--- config.mk ---
export PLATFORM = sky130hd
export DESIGN_NAME = if_fetch_stage
export DESIGN_NICKNAME = d
export VERILOG_FILES = /design/src/rtl/if_pkg.sv /design/src/rtl/if_fetch_stage_if_id_reg.sv /design/src/rtl/if_fetch_stage.sv
export SDC_FILE = /design/constraint.sdc
export NUM_CORES = 1
export LEC_CHECK = 0
export BUFFER_PORTS_ARGS = -buffer_cell sky130_fd_sc_hd__buf_2
export CAP_MARGIN = 20
export CORE_UTILIZATION = 50
export CTS_BUF_LIST = sky130_fd_sc_hd__clkbuf_8 sky130_fd_sc_hd__clkbuf_16
export DETAILED_ROUTE_END_ITERATION = 7
export PLACE_DENSITY_LB_ADDON = 0.15
export SLEW_MARGIN = 20
export SYNTH_ARGS = -nofsm -noshare
export SYNTH_HDL_FRONTEND = slang
export SYNTH_SLANG_ARGS = --single-unit
--- constraint.sdc ---
create_clock -name clk -period 2.1 [get_ports clk]
set_input_delay 0.105 -clock clk [delete_from_list [all_inputs] [get_ports clk]]
set_output_delay 0.105 -clock clk [all_outputs]
set_load 0.01 [all_outputs]
--- src/rtl/if_pkg.sv ---
// Shared types and constants for the instruction-fetch stage.
package if_pkg;

  typedef enum logic [1:0] {
    S_REQ,
    S_HOLD,
    S_DROP
  } if_state_e;

  localparam logic [5:0]  OP_J             = 6'd2;
  localparam logic [5:0]  OP_JAL           = 6'd3;
  localparam logic [31:0] RESET_PC_DEFAULT = 32'h0000_0000;

  function automatic logic is_jump(input logic [31:0] instr);
    return (instr[31:26] == OP_J) || (instr[31:26] == OP_JAL);
  endfunction

endpackage

--- src/rtl/if_fetch_stage_if_id_reg.sv ---
// IF/ID pipeline register: flush beats enable; data only moves with a valid instruction.
module if_id_reg (
  input  logic        clk,
  input  logic        rst,
  input  logic        en_i,
  input  logic        flush_i,
  input  logic        valid_i,
  input  logic [31:0] ir_i,
  input  logic [31:0] pc4_i,
  output logic        valid_o,
  output logic [31:0] ir_o,
  output logic [31:0] pc4_o
);

  logic        valid_q;
  logic [31:0] ir_q;
  logic [31:0] pc4_q;

  always_ff @(posedge clk) begin
    if (rst || flush_i) begin
      valid_q <= 1'b0;
      ir_q    <= '0;
      pc4_q   <= '0;
    end else if (en_i) begin
      valid_q <= valid_i;
      if (valid_i) begin
        ir_q  <= ir_i;
        pc4_q <= pc4_i;
      end
    end
  end

  assign valid_o = valid_q;
  assign ir_o    = ir_q;
  assign pc4_o   = pc4_q;

endmodule

--- src/rtl/if_fetch_stage.sv ---
// Instruction fetch: PC, I-cache request FSM, hold buffer and IF/ID register.
// Optional J/JAL predecode redirect enabled by IF_JUMP_PREDECODE_EN.
module if_fetch_stage
  import if_pkg::*;
#(
  parameter logic [31:0] RESET_PC = RESET_PC_DEFAULT
) (
  input  logic        clk,
  input  logic        rst,
  output logic        ICACHE_ren,
  output logic        ICACHE_wen,
  output logic [29:0] ICACHE_addr,
  output logic [31:0] ICACHE_wdata,
  input  logic        ICACHE_stall,
  input  logic [31:0] ICACHE_rdata,
  input  logic        id_stall,
  input  logic        redirect_valid,
  input  logic [31:0] redirect_pc,
  output logic        if_id_valid,
  output logic [31:0] if_id_ir,
  output logic [31:0] if_id_pc4,
  output logic [5:0]  ir_opcode,
  output logic [5:0]  ir_func
);

  // state  | meaning
  // S_REQ  | request at req_addr outstanding
  // S_HOLD | fetched word parked while decode is stalled
  // S_DROP | wrong-path access still completing, result discarded
  if_state_e   state_q, state_d;
  logic [31:0] pc_q, pc_d;
  logic [29:0] req_q, req_d;
  logic [31:0] hold_ir_q, hold_ir_d;
  logic [31:0] hold_pc4_q, hold_pc4_d;

  logic        done;
  logic [31:0] redir_tgt;
  logic [31:0] pc_plus4;
  logic [31:0] fetch_pc4;
  logic [31:0] fetch_next;
  logic        ld_valid;
  logic [31:0] ld_ir;
  logic [31:0] ld_pc4;

  assign ICACHE_ren   = !rst && (state_q != S_HOLD);
  assign ICACHE_wen   = 1'b0;
  assign ICACHE_wdata = '0;
  assign ICACHE_addr  = req_q;

  assign done      = ICACHE_ren && !ICACHE_stall;
  assign redir_tgt = redirect_pc & 32'hFFFF_FFFC;
  assign pc_plus4  = pc_q + 32'd4;
  assign fetch_pc4 = {req_q, 2'b00} + 32'd4;

`ifdef IF_JUMP_PREDECODE_EN
  assign fetch_next = is_jump(ICACHE_rdata)
                    ? {fetch_pc4[31:28], ICACHE_rdata[25:0], 2'b00}
                    : pc_plus4;
`else
  assign fetch_next = pc_plus4;
`endif

  always_ff @(posedge clk) begin
    if (rst) begin
      state_q    <= S_REQ;
      pc_q       <= RESET_PC;
      req_q      <= RESET_PC[31:2];
      hold_ir_q  <= '0;
      hold_pc4_q <= '0;
    end else begin
      state_q    <= state_d;
      pc_q       <= pc_d;
      req_q      <= req_d;
      hold_ir_q  <= hold_ir_d;
      hold_pc4_q <= hold_pc4_d;
    end
  end

  always_comb begin
    state_d    = state_q;
    pc_d       = pc_q;
    req_d      = req_q;
    hold_ir_d  = hold_ir_q;
    hold_pc4_d = hold_pc4_q;
    ld_valid   = 1'b0;
    ld_ir      = ICACHE_rdata;
    ld_pc4     = fetch_pc4;
    case (state_q)
      S_REQ: begin
        if (redirect_valid) begin
          pc_d = redir_tgt;
          if (done) req_d   = redir_tgt[31:2];
          else      state_d = S_DROP;
        end else if (done) begin
          pc_d  = fetch_next;
          req_d = fetch_next[31:2];
          if (id_stall) begin
            hold_ir_d  = ICACHE_rdata;
            hold_pc4_d = fetch_pc4;
            state_d    = S_HOLD;
          end else begin
            ld_valid = 1'b1;
          end
        end
      end
      S_HOLD: begin
        if (redirect_valid) begin
          pc_d    = redir_tgt;
          req_d   = redir_tgt[31:2];
          state_d = S_REQ;
        end else if (!id_stall) begin
          ld_valid = 1'b1;
          ld_ir    = hold_ir_q;
          ld_pc4   = hold_pc4_q;
          state_d  = S_REQ;
        end
      end
      S_DROP: begin
        if (redirect_valid) pc_d = redir_tgt;
        if (done) begin
          req_d   = pc_d[31:2];
          state_d = S_REQ;
        end
      end
      default: state_d = S_REQ;
    endcase
  end

  if_id_reg u_if_id_reg (
    .clk     (clk),
    .rst     (rst),
    .en_i    (!id_stall),
    .flush_i (redirect_valid),
    .valid_i (ld_valid),
    .ir_i    (ld_ir),
    .pc4_i   (ld_pc4),
    .valid_o (if_id_valid),
    .ir_o    (if_id_ir),
    .pc4_o   (if_id_pc4)
  );

  assign ir_opcode = if_id_ir[31:26];
  assign ir_func   = if_id_ir[5:0];

endmodule
==> load_flow_metrics.sql <==
INSERT INTO impl_metrics (metric_group, metric, value, unit) VALUES
('route', 'detail_route.drc_violations', '0', ''),
('logic_synthesis', 'synth-edff-count', '0', ''),
('timing', 'setup-tns-final', '0', 'ns'),
('clocking', 'clkLatencyLatePin', '0.44', 'ns'),
('worst_setup_path', 'critical_path_peak_fanout', '20', ''),
('grt', 'number_of_antenna_violations_at_the_first_check_in_global_routing', '0', ''),
('route', 'route.final.wire_length', '31700', 'um'),
('cells_and_area', 'layout.cells.non_filler', '1755', ''),
('cells_and_area', 'final_net_count', '1555', ''),
('worst_setup_path', 'cp.arrival', '2.42', 'ns'),
('logic_synthesis', 'synth_top_family_by_area', 'compound AO/OA/AOI/OAI gates', ''),
('place', 'port_buffers', '172', ''),
('pwr', 'powerDensity', '783', 'nW/um2'),
('clocking', 'cts_root_buffer', 'sky130_fd_sc_hd__clkbuf_16', ''),
('logic_synthesis', 'synth.avg_cell_area', '7.95', 'um2'),
('grt', 'grtUsageTotal', '30.5', '%'),
('clocking', 'cts_made_buffers', '17', ''),
('worst_setup_path', 'slowest_stage', 'sky130_fd_sc_hd__or3b_4', ''),
('logic_synthesis', 'synth_area', '9830', 'um2'),
('clocking', 'cts-root-to-sink-buffers', '2', ''),
('die', 'initial_core_util', '51.7', '%'),
('worst_setup_path', 'timing.reg2reg.worst_path_depth', '8', ''),
('die', 'rows', '50', ''),
('place', 'dp_hpwl', '21700', 'um'),
('logic_synthesis', 'synthArstFlopShare', '0', '%'),
('worst_setup_path', 'worst_path_largest_cell_delay', '0.42', 'ns'),
('cells_and_area', 'final_cell_mix', '198 x sky130_fd_sc_hd__nand2_1, 184 x sky130_fd_sc_hd__dfxtp_1, 171 x sky130_fd_sc_hd__buf_2', ''),
('timing', 'post-route-period-util', '98.3', '%'),
('timing', 'clock.fmax', '0.484', 'GHz'),
('pwr', 'worst_ir_drop_vdd', '0.619', 'mV'),
('timing', 'setup_viol', '0', ''),
('grt', 'overflow_left_after_global_routing', '0', ''),
('worst_setup_path', 'r2r_end', 'u_if_id_reg.ir_o[10]', ''),
('route', 'first_iter_violations', '1065', ''),
('worst_hold_path', 'worstHoldStart', 'redirect_pc[25]', ''),
('logic_synthesis', 'ys_types', '73', ''),
('worst_setup_path', 'crit_type', 'flop to flop', ''),
('clocking', 'cts_tree', 'done', ''),
('logic_synthesis', 'yosys.area_share.xor_xnor', '3.30', '%'),
('die', 'chipWidth', '142', 'um'),
('pwr', 'share_seq_of_total_power', '40.4', '%'),
('logic_synthesis', 'post_synth_simple_gate_area', '22.4', '%'),
('timing', 'hold_viol', '0', ''),
('logic_synthesis', 'synth_largest_area_cell', 'sky130_fd_sc_hd__dfxtp_1', ''),
('worst_setup_path', 'path_delay_family', 'compound AO/OA/AOI/OAI gates', ''),
('logic_synthesis', 'postSynthRegisterBits', '187', ''),
('cells_and_area', 'layout.area.seq', '3750', 'um2'),
('pwr', 'p_int', '6.63', 'mW'),
('status', 'outcome', 'completed', ''),
('worst_setup_path', 'start_kind', 'flop', ''),
('timing', 'worst_clock_skew', '0.0106', 'ns'),
('route', 'final_antenna_net_count', '0', ''),
('route', 'first_pass_iters', '7', ''),
('clocking', 'clock_sink_count', '187', ''),
('pwr', 'power.share.combinational', '25.8', '%'),
('logic_synthesis', 'synth-seq-area-share', '38.1', '%'),
('cells_and_area', 'multiInputGateArea', '5540', 'um2'),
('logic_synthesis', 'synth_compound_gate_area_share', '24.7', '%'),
('timing', 'maxSlewViolCount', '0', ''),
('worst_hold_path', 'holdPathEnd', 'pc_q[25]', ''),
('cells_and_area', 'synthToLayoutAreaGrowth', '29.4', '%'),
('worst_setup_path', 'worst-path-buf-inv', '3', ''),
('logic_synthesis', 'yosys_warnings', '0', ''),
('logic_synthesis', 'netlist.area_leader.share', '38.1', '%'),
('worst_setup_path', 'worstPathCellList', 'inv_2 > ha_4 > or3b_4 > a211oi_4 > buf_6 > clkbuf_16 > nor2_1 > a311oi_1', ''),
('clocking', 'path_clk_slew', '0.08', 'ns'),
('worst_setup_path', 'crit_end_category', 'flop', ''),
('logic_synthesis', 'post_synth_inst_count', '1237', ''),
('worst_setup_path', 'critical_path.reg2reg.startpoint', 'state_q[1]', ''),
('logic_synthesis', 'synth_flop_type', 'sky130_fd_sc_hd__dfxtp_1', ''),
('cells_and_area', 'final_common_cell', 'sky130_fd_sc_hd__nand2_1', '');
layout make-up:
cell class / instances / share of cell area, %
Multi-Input combinational cell: 914 / 43.5
Sequential cell: 187 / 29.5
Timing Repair Buffer: 345 / 19.0
Clock buffer: 17 / 3.34
Tap cell: 260 / 2.56
Clock inverter: 15 / 1.60
Inverter: 16 / 0.492
Antenna cell: 1 / 0.0197
repair_timing:
item                                    CTS  global route
pin swaps                                 0             6
endpoints found under the setup margin   59           120
hold buffers                             36             0
resized for setup                         6            34
gates cloned                              0             3
hold endpoints to repair                 69             0
setup buffers                             0             7
logic make-up after synthesis:
logic type	Yosys count
AOI/OAI and AO/OA	344
other	1
adders and majority gates	5
xor gates and xnor gates	37
buffers and inverters	170
muxes	19
DFF	187
and+or+nand+nor	474
power groups by stage:
| stage | clock, mW | sequential [mW] | combinational (mW) |
|---|---|---|---|
| floorplan | 0 | 4.15 | 1.24 |
| finish | 3.36 | 4.02 | 2.57 |
| global route | 3.55 | 4.05 | 2.75 |
| CTS | 3.40 | 4.01 | 2.41 |
| detailed placement | 0 | 4.09 | 2.34 |
| global placement | 0 | 4.08 | 2.31 |
how the worst max path moves through the flow:
stage                     from                    end  slack, ns  depth (start not counted)
finish              state_q[1]   u_if_id_reg.ir_o[10]       0.04                          8
global route          pc_q[12]               pc_q[17]     -0.007                          6
CTS                 state_q[1]               pc_q[21]      0.007                          8
detailed placement  state_q[1]        ICACHE_addr[28]      -0.14                          7
global placement    state_q[0]  u_if_id_reg.pc4_o[18]      -0.02                          8
floorplan           state_q[0]        ICACHE_addr[27]       0.07                          9
per-stage QoR:
stage	worst slack [ns]	util (%)	hold slack, ns	instance area, um2
floorplan	0.0672	-	0.241	9960
detailed placement	-0.137	60.2	0.358	11500
CTS	0.00724	65.5	0.00717	12500
global placement	-0.0220	60.2	0.352	11500
global route	-0.00694	66.9	0.0123	12700
finish	0.0353	66.9	0.0175	12700
worst min-delay path: cells and delay by family:
kind                   cells  cell delay, ns
buffers and inverters      1            0.11
AOI/OAI and AO/OA          2            0.19
synth_stat cells, drive strengths merged, types with 3 or more instances:
cell type	number
dfxtp	187
clkbuf	58
xor2	9
xnor2	28
a221oi	19
nand4	17
o221ai	26
o41ai	4
a21o	3
inv	14
and4	10
a211o	6
o211ai	4
o31a	6
ha	5
nor3	24
nand3	25
and2	4
nand2b	10
o311ai	4
nand2	199
buf	96
o22ai	8
a21oi	103
nor2	131
nor2b	3
a31oi	4
o21a	3
and3	7
a32oi	5
a2bb2oi	8
a311oi	48
nor4b	3
a211oi	48
nor4	22
o21ai	29
nand3b	3
mux2	10
mux2i	9
or3	7
sequential cells by signal (all words and copies together), names as in the netlist:
register / count
u_if_id_reg.valid_o: 1
state_q: 2
hold_ir_q: 32
ICACHE_addr: 30
hold_pc4_q: 30
u_if_id_reg.ir_o: 32
u_if_id_reg.pc4_o: 30
pc_q: 30
layer usage:
metal,vias to the layer above,GRT usage [%],wire [um]
li1,4938,-,-
met1,4811,43.6,13900
met3,55,6.33,2900
met5,-,0,0
met4,0,9.17,665
met2,514,45.8,14200
Note: power is estimated with default switching activity, not from simulation.
